<file path="config.mk">
export PLATFORM = sky130hd
export DESIGN_NAME = isqrt_seq
export DESIGN_NICKNAME = d
export VERILOG_FILES = /design/src/rtl/isqrt_seq_pkg.sv /design/src/rtl/isqrt_datapath.sv /design/src/rtl/isqrt_seq.sv
export SDC_FILE = /design/constraint.sdc
export NUM_CORES = 1
export LEC_CHECK = 0
export CORE_ASPECT_RATIO = 2
export CORE_MARGIN = 4
export CORE_UTILIZATION = 35
export DETAILED_ROUTE_END_ITERATION = 10
export GPL_ROUTABILITY_DRIVEN = 0
export GPL_TIMING_DRIVEN = 0
export PLACE_DENSITY = 0.6
export RECOVER_POWER = 50
export SYNTH_ARGS = -nofsm -noshare
export SYNTH_HDL_FRONTEND = slang
export SYNTH_SLANG_ARGS = --single-unit
</file>
<file path="constraint.sdc">
create_clock -name c -period 4.7 [get_ports c]
set_input_delay 0.94 -clock c [delete_from_list [all_inputs] [get_ports c]]
set_output_delay 0.94 -clock c [all_outputs]
set_load 0.005 [all_outputs]
</file>
<file path="src/rtl/isqrt_seq_pkg.sv">
// Shared definitions for the integer square-root sequencer: state encoding and default width.
package isqrt_seq_pkg;

    typedef enum logic [1:0] {
        ST_IDLE = 2'd0,
        ST_RUN  = 2'd1,
        ST_DONE = 2'd2
    } state_e;

    localparam int DEFAULT_W = 16;

endpackage

</file>
<file path="src/rtl/isqrt_datapath.sv">
// Odd-number recurrence datapath: s/sq/odd/i registers, W+1-bit add/compare and rem subtractor.
module isqrt_datapath #(
    parameter int W = 16
) (
    input  logic           c,
    input  logic           reset_n,
    input  logic           load,
    input  logic           step,
    input  logic           latch,
    input  logic [W-1:0]   s_in,
    output logic           fits,
    output logic [W/2-1:0] root_o,
    output logic [W-1:0]   rem_o
);
    localparam int RW = W / 2;
    localparam logic [RW:0]   ODD_ONE = (RW + 1)'(1);
    localparam logic [RW:0]   ODD_TWO = (RW + 1)'(2);
    localparam logic [RW-1:0] I_ONE   = RW'(1);

    logic [W-1:0]  r_s;
    logic [W-1:0]  r_sq;
    logic [RW:0]   r_odd;
    logic [RW-1:0] r_i;
    logic [W:0]    w_t;

    // One extra bit so sq+odd reaching 2^W compares as larger than any W-bit s.
    assign w_t   = {1'b0, r_sq} + {{(W - RW){1'b0}}, r_odd};
    assign fits  = (w_t <= {1'b0, r_s});

    assign root_o = latch ? r_i : '0;
    assign rem_o  = latch ? (r_s - r_sq) : '0;

    always_ff @(posedge c) begin
        if (!reset_n) begin
            r_s   <= '0;
            r_sq  <= '0;
            r_odd <= '0;
            r_i   <= '0;
        end else if (load) begin
            r_s   <= s_in;
            r_sq  <= '0;
            r_odd <= ODD_ONE;
            r_i   <= '0;
        end else if (step) begin
            r_sq  <= w_t[W-1:0];
            r_odd <= r_odd + ODD_TWO;
            r_i   <= r_i + I_ONE;
        end
    end

endmodule

</file>
<file path="src/rtl/isqrt_seq.sv">
// Integer square-root sequencer: IDLE/RUN/DONE controller around isqrt_datapath.
// Handshake: start is sampled only in IDLE; done is a one-cycle pulse, root/rem hold until the next completion.
module isqrt_seq
    import isqrt_seq_pkg::*;
#(
    parameter int W = DEFAULT_W
) (
    input  logic           c,
    input  logic           reset_n,
    input  logic           start,
    input  logic [W-1:0]   s_in,
    output logic           busy,
    output logic           done,
    output logic [W/2-1:0] root,
    output logic [W-1:0]   rem,
    output state_e         state_dbg
);
    state_e         r_state;
    logic           w_load;
    logic           w_step;
    logic           w_latch;
    logic           w_fits;
    logic [W/2-1:0] w_root;
    logic [W-1:0]   w_rem;

    assign w_load    = (r_state == ST_IDLE) && start;
    assign w_step    = (r_state == ST_RUN) && w_fits;
    assign w_latch   = (r_state == ST_RUN) && !w_fits;
    assign state_dbg = r_state;

    isqrt_datapath #(.W(W)) u_dp (
        .c       (c),
        .reset_n (reset_n),
        .load    (w_load),
        .step    (w_step),
        .latch   (w_latch),
        .s_in    (s_in),
        .fits    (w_fits),
        .root_o  (w_root),
        .rem_o   (w_rem)
    );

    always_ff @(posedge c) begin
        if (!reset_n) begin
            r_state <= ST_IDLE;
            busy    <= 1'b0;
            done    <= 1'b0;
            root    <= '0;
            rem     <= '0;
        end else begin
            case (r_state)
                ST_IDLE: begin
                    done <= 1'b0;
                    if (start) begin
                        r_state <= ST_RUN;
                        busy    <= 1'b1;
                    end
                end
                ST_RUN: begin
                    if (!w_fits) begin
                        root    <= w_root;
                        rem     <= w_rem;
                        busy    <= 1'b0;
                        r_state <= ST_DONE;
                    end
                end
                ST_DONE: begin
                    done    <= 1'b1;
                    r_state <= ST_IDLE;
                end
                default: begin
                    busy    <= 1'b0;
                    done    <= 1'b0;
                    r_state <= ST_IDLE;
                end
            endcase
        end
    end

endmodule
</file>
==> out/metrics.cfg <==
[synthesis]
synth_cell_types = 48
synth-xor-area-share_pct = 5.94
synth_mux_area_share_pct = 4.82
synth_flop_cell = dfxtp_1
synth.area.top_cells = dfxtp_1, ha_1, nand2_1, mux2i_1, xnor2_1
yosys.area_share.simple_pct = 19.1
synth_commonest_cells = dfxtp_1, nand2_1, a21oi_1, ha_1, inv_1
netlist_area_um2 = 4570
synth_edf_count = 0
ys_seq_area_share_pct = 33.7
synth_compound_area_share_pct = 18.8
yosysWarnings = 0
synth_top_area_share_pct = 33.7
syn_inst = 545
synth_nets = 608
synth_top_family_by_area = simple AND/OR/NAND/NOR gates
synth.most_common_cell = dfxtp_1
avgSynthCellArea_um2 = 8.38
synth_fa_ha_area_share_pct = 12.4
synth_area_leader_cell = dfxtp_1
yosys_register_bits = 77
synthArstFlopShare_pct = 0

[final_layout]
stdcell_area_um2 = 5600
areaGrowthSynthToFinish_pct = 22.5
diodes = 0
drive_gt1_share_pct = 5.45
finalNetCount = 665
fill_cells = 1251

[cts]
insertion_delay_ns = 0.34
cts_buffers = 9
cts-root-buf = clkbuf_16
cts_htree_levels = 3
cts_buffer_depth = 2
clk_pin_slew_ns = 0.06
cts_tree = yes
postCtsSetupRepairBufs = 0
cts_sinks = 77
cts_hold_buf = 0

[global_routing]
grt_first_pass_wirelength_um = 19400
antenna_found_initial = 0
grt_overflow = 0
grtUsageTotal_pct = 16.5
grt_pass1_vias = 4044
grt_start_max_net_pins = 13

[setup_path]
path_class = flop to flop
critical_path_arrival_ns = 4.58
cp-end-kind = flop
cp_max_fo = 10
r2r_cells = 17
startpoint_type = flop
critPathRequiredTime_ns = 4.90

[die]
die_w_um = 88.8
rows = 58
pin_count = 47
die_h_um = 170
coreArea_um2 = 12700
start_util_pct = 36.0
dieArea_um2 = 15100

[pwr]
power.density_nw_per_um2 = 328
total_power_mw = 1.83
ir_drop_mv = 0.286
cellLeakagePower_nw = 2.15

[timing]
max_freq_ghz = 0.228
holdWs_ns = 0.456
post-route-period-util_pct = 93.2
slew_violations = 0
period_minus_slack_ns = 4.38
worstMarginPinSlew_ns = 0.572
relSlewSlack_pct = 61.9
setup_violations = 0
rsz0062_at_grt = false
clock_skew_ns = 0.00826
hold_violations = 0

[route]
dr.first_iter.drc_count = 144
ant_nets = 0
viasPerCell = 5.21
wire_per_inst_um = 15.7
first_pass_iters = 4
vias = 3935
wl_um = 11900
drc = 0

[placement]
dpl.hpwl_um = 9450
port_buffers = 46
postPlaceCellArea_um2 = 5220

[job]
cap_violations = 0

[worst_hold_path]
worstHoldPathType = flop to flop
min_delay_path_depth = 2

[status]
outcome = completed

final cells by class:
| cell class | count | area (um^2) | share of cell area (%) |
|---|---|---|---|
| tap | 150 | 188 | 3.35 |
| inverter | 38 | 143 | 2.55 |
| multi-input combinational | 408 | 2830 | 50.5 |
| sequential | 77 | 1540 | 27.5 |
| clock inverter | 4 | 98.8 | 1.77 |
| timing repair buffer | 46 | 460 | 8.23 |
| clock buffer | 10 | 229 | 4.09 |
| buffer | 22 | 108 | 1.92 |
what timing repair did:
item / in CTS / in global routing
endpoints found under the setup margin: 39 / 55
gates resized for setup: 4 / 13
gates cloned: 0 / 0
worst max-delay path, stage by stage, from the launching register on:
cell and delay (ns):
dfxtp_1 0.34, ha_1 0.25, fa_1 0.45, a211oi_2 0.25
o21ai_1 0.10, a31oi_2 0.24, o21ai_1 0.15, nand4_1 0.24
nor3_2 0.09, xnor2_1 0.13, ha_1 0.30, or3_1 0.37
o211ai_1 0.13, o21ai_2 0.13, a211o_1 0.34, buf_2 0.21
o311ai_0 0.39, o41ai_1 0.14
path summary, 6_finish.rpt:
kind | start | to | slack, ns
max | u_dp.r_odd[0]$_SDFFE_PN0P_ | u_dp.r_i[7]$_SDFFE_PP0P_ | 0.32
min | rem[13]$_SDFFE_PN0P_ | rem[13]$_SDFFE_PN0P_ | 0.46
min reg2reg | rem[13]$_SDFFE_PN0P_ | rem[13]$_SDFFE_PN0P_ | 0.46
max reg2reg | u_dp.r_odd[0]$_SDFFE_PN0P_ | u_dp.r_i[7]$_SDFFE_PP0P_ | 0.32
flip-flops by register name, indices dropped and copies added, names as in the netlist:
name        count
rem            16
u_dp.r_s       16
u_dp.r_sq      16
u_dp.r_odd      9
root            8
u_dp.r_i        8
state_dbg       2
busy            1
done            1
per-stage QoR:
step | instances | util [%] | setup TNS (ns) | setup WS, ns
after CTS | 755 | 43.7 | 0 | 0.0410
after floorplan | 545 | - | 0 | 0.681
final | 755 | 44.1 | 0 | 0.321
after global routing | 755 | 44.1 | 0 | 0.0326
after detailed placement | 741 | 41.1 | -10.16 | -0.352
after global placement | 741 | 41.1 | -8.41 | -0.301
per-layer routing:
metal / wire, um / share of wire [%] / GRT usage [%]
met4: 390 / 3.3 / 8.36
met2: 6520 / 55 / 30.4
met5: 0 / 0 / 0
met1: 4530 / 38 / 17.5
met3: 401 / 3.4 / 2.48
power by group:
part | switching, mW | internal, mW | total, mW | leakage [nW]
Sequential | 0.0207 | 0.676 | 0.697 | 0.624
Combinational | 0.203 | 0.154 | 0.357 | 1.37
Clock | 0.267 | 0.514 | 0.781 | 0.159
Total | 0.491 | 1.34 | 1.83 | 2.15
layout by cell type (no fill, tap or decap), types with 3 or more instances in the layout:
| master | instances |
|---|---|
| dfxtp_1 | 77 |
| nand2_1 | 71 |
| a21oi_1 | 42 |
| ha_1 | 42 |
| inv_1 | 38 |
| dlygate4sd3_1 | 30 |
| nor2b_1 | 26 |
| xnor2_1 | 25 |
| mux2i_1 | 22 |
| nor2_1 | 21 |
| o21ai_0 | 19 |
| a21boi_0 | 17 |
| clkdlybuf4s50_1 | 16 |
| clkbuf_1 | 13 |
| nand3_1 | 13 |
| or3_1 | 10 |
| a21o_1 | 9 |
| nor3_1 | 9 |
| clkbuf_16 | 9 |
| nand4_1 | 8 |
| a211oi_1 | 6 |
| xor2_1 | 6 |
| o21a_1 | 5 |
| nand2b_1 | 5 |
| o21bai_1 | 4 |
| o21ai_1 | 3 |
| and2_1 | 3 |
| o31ai_1 | 3 |
| and4_1 | 3 |
| clkbuf_2 | 3 |
| o311ai_0 | 3 |
| o41ai_1 | 3 |
| bufinv_16 | 3 |
kinds of logic (layout without fill, tap and decap cells):
family / count (synthesis) / count (layout)
and+or+nand+nor: 179 / 179
adders and majority gates: 44 / 44
DFF: 77 / 77
AOI/OAI and AO/OA: 132 / 132
muxes: 22 / 22
buffers and inverters: 60 / 120
xor gates and xnor gates: 31 / 31
(Power assumes the default switching activity.)
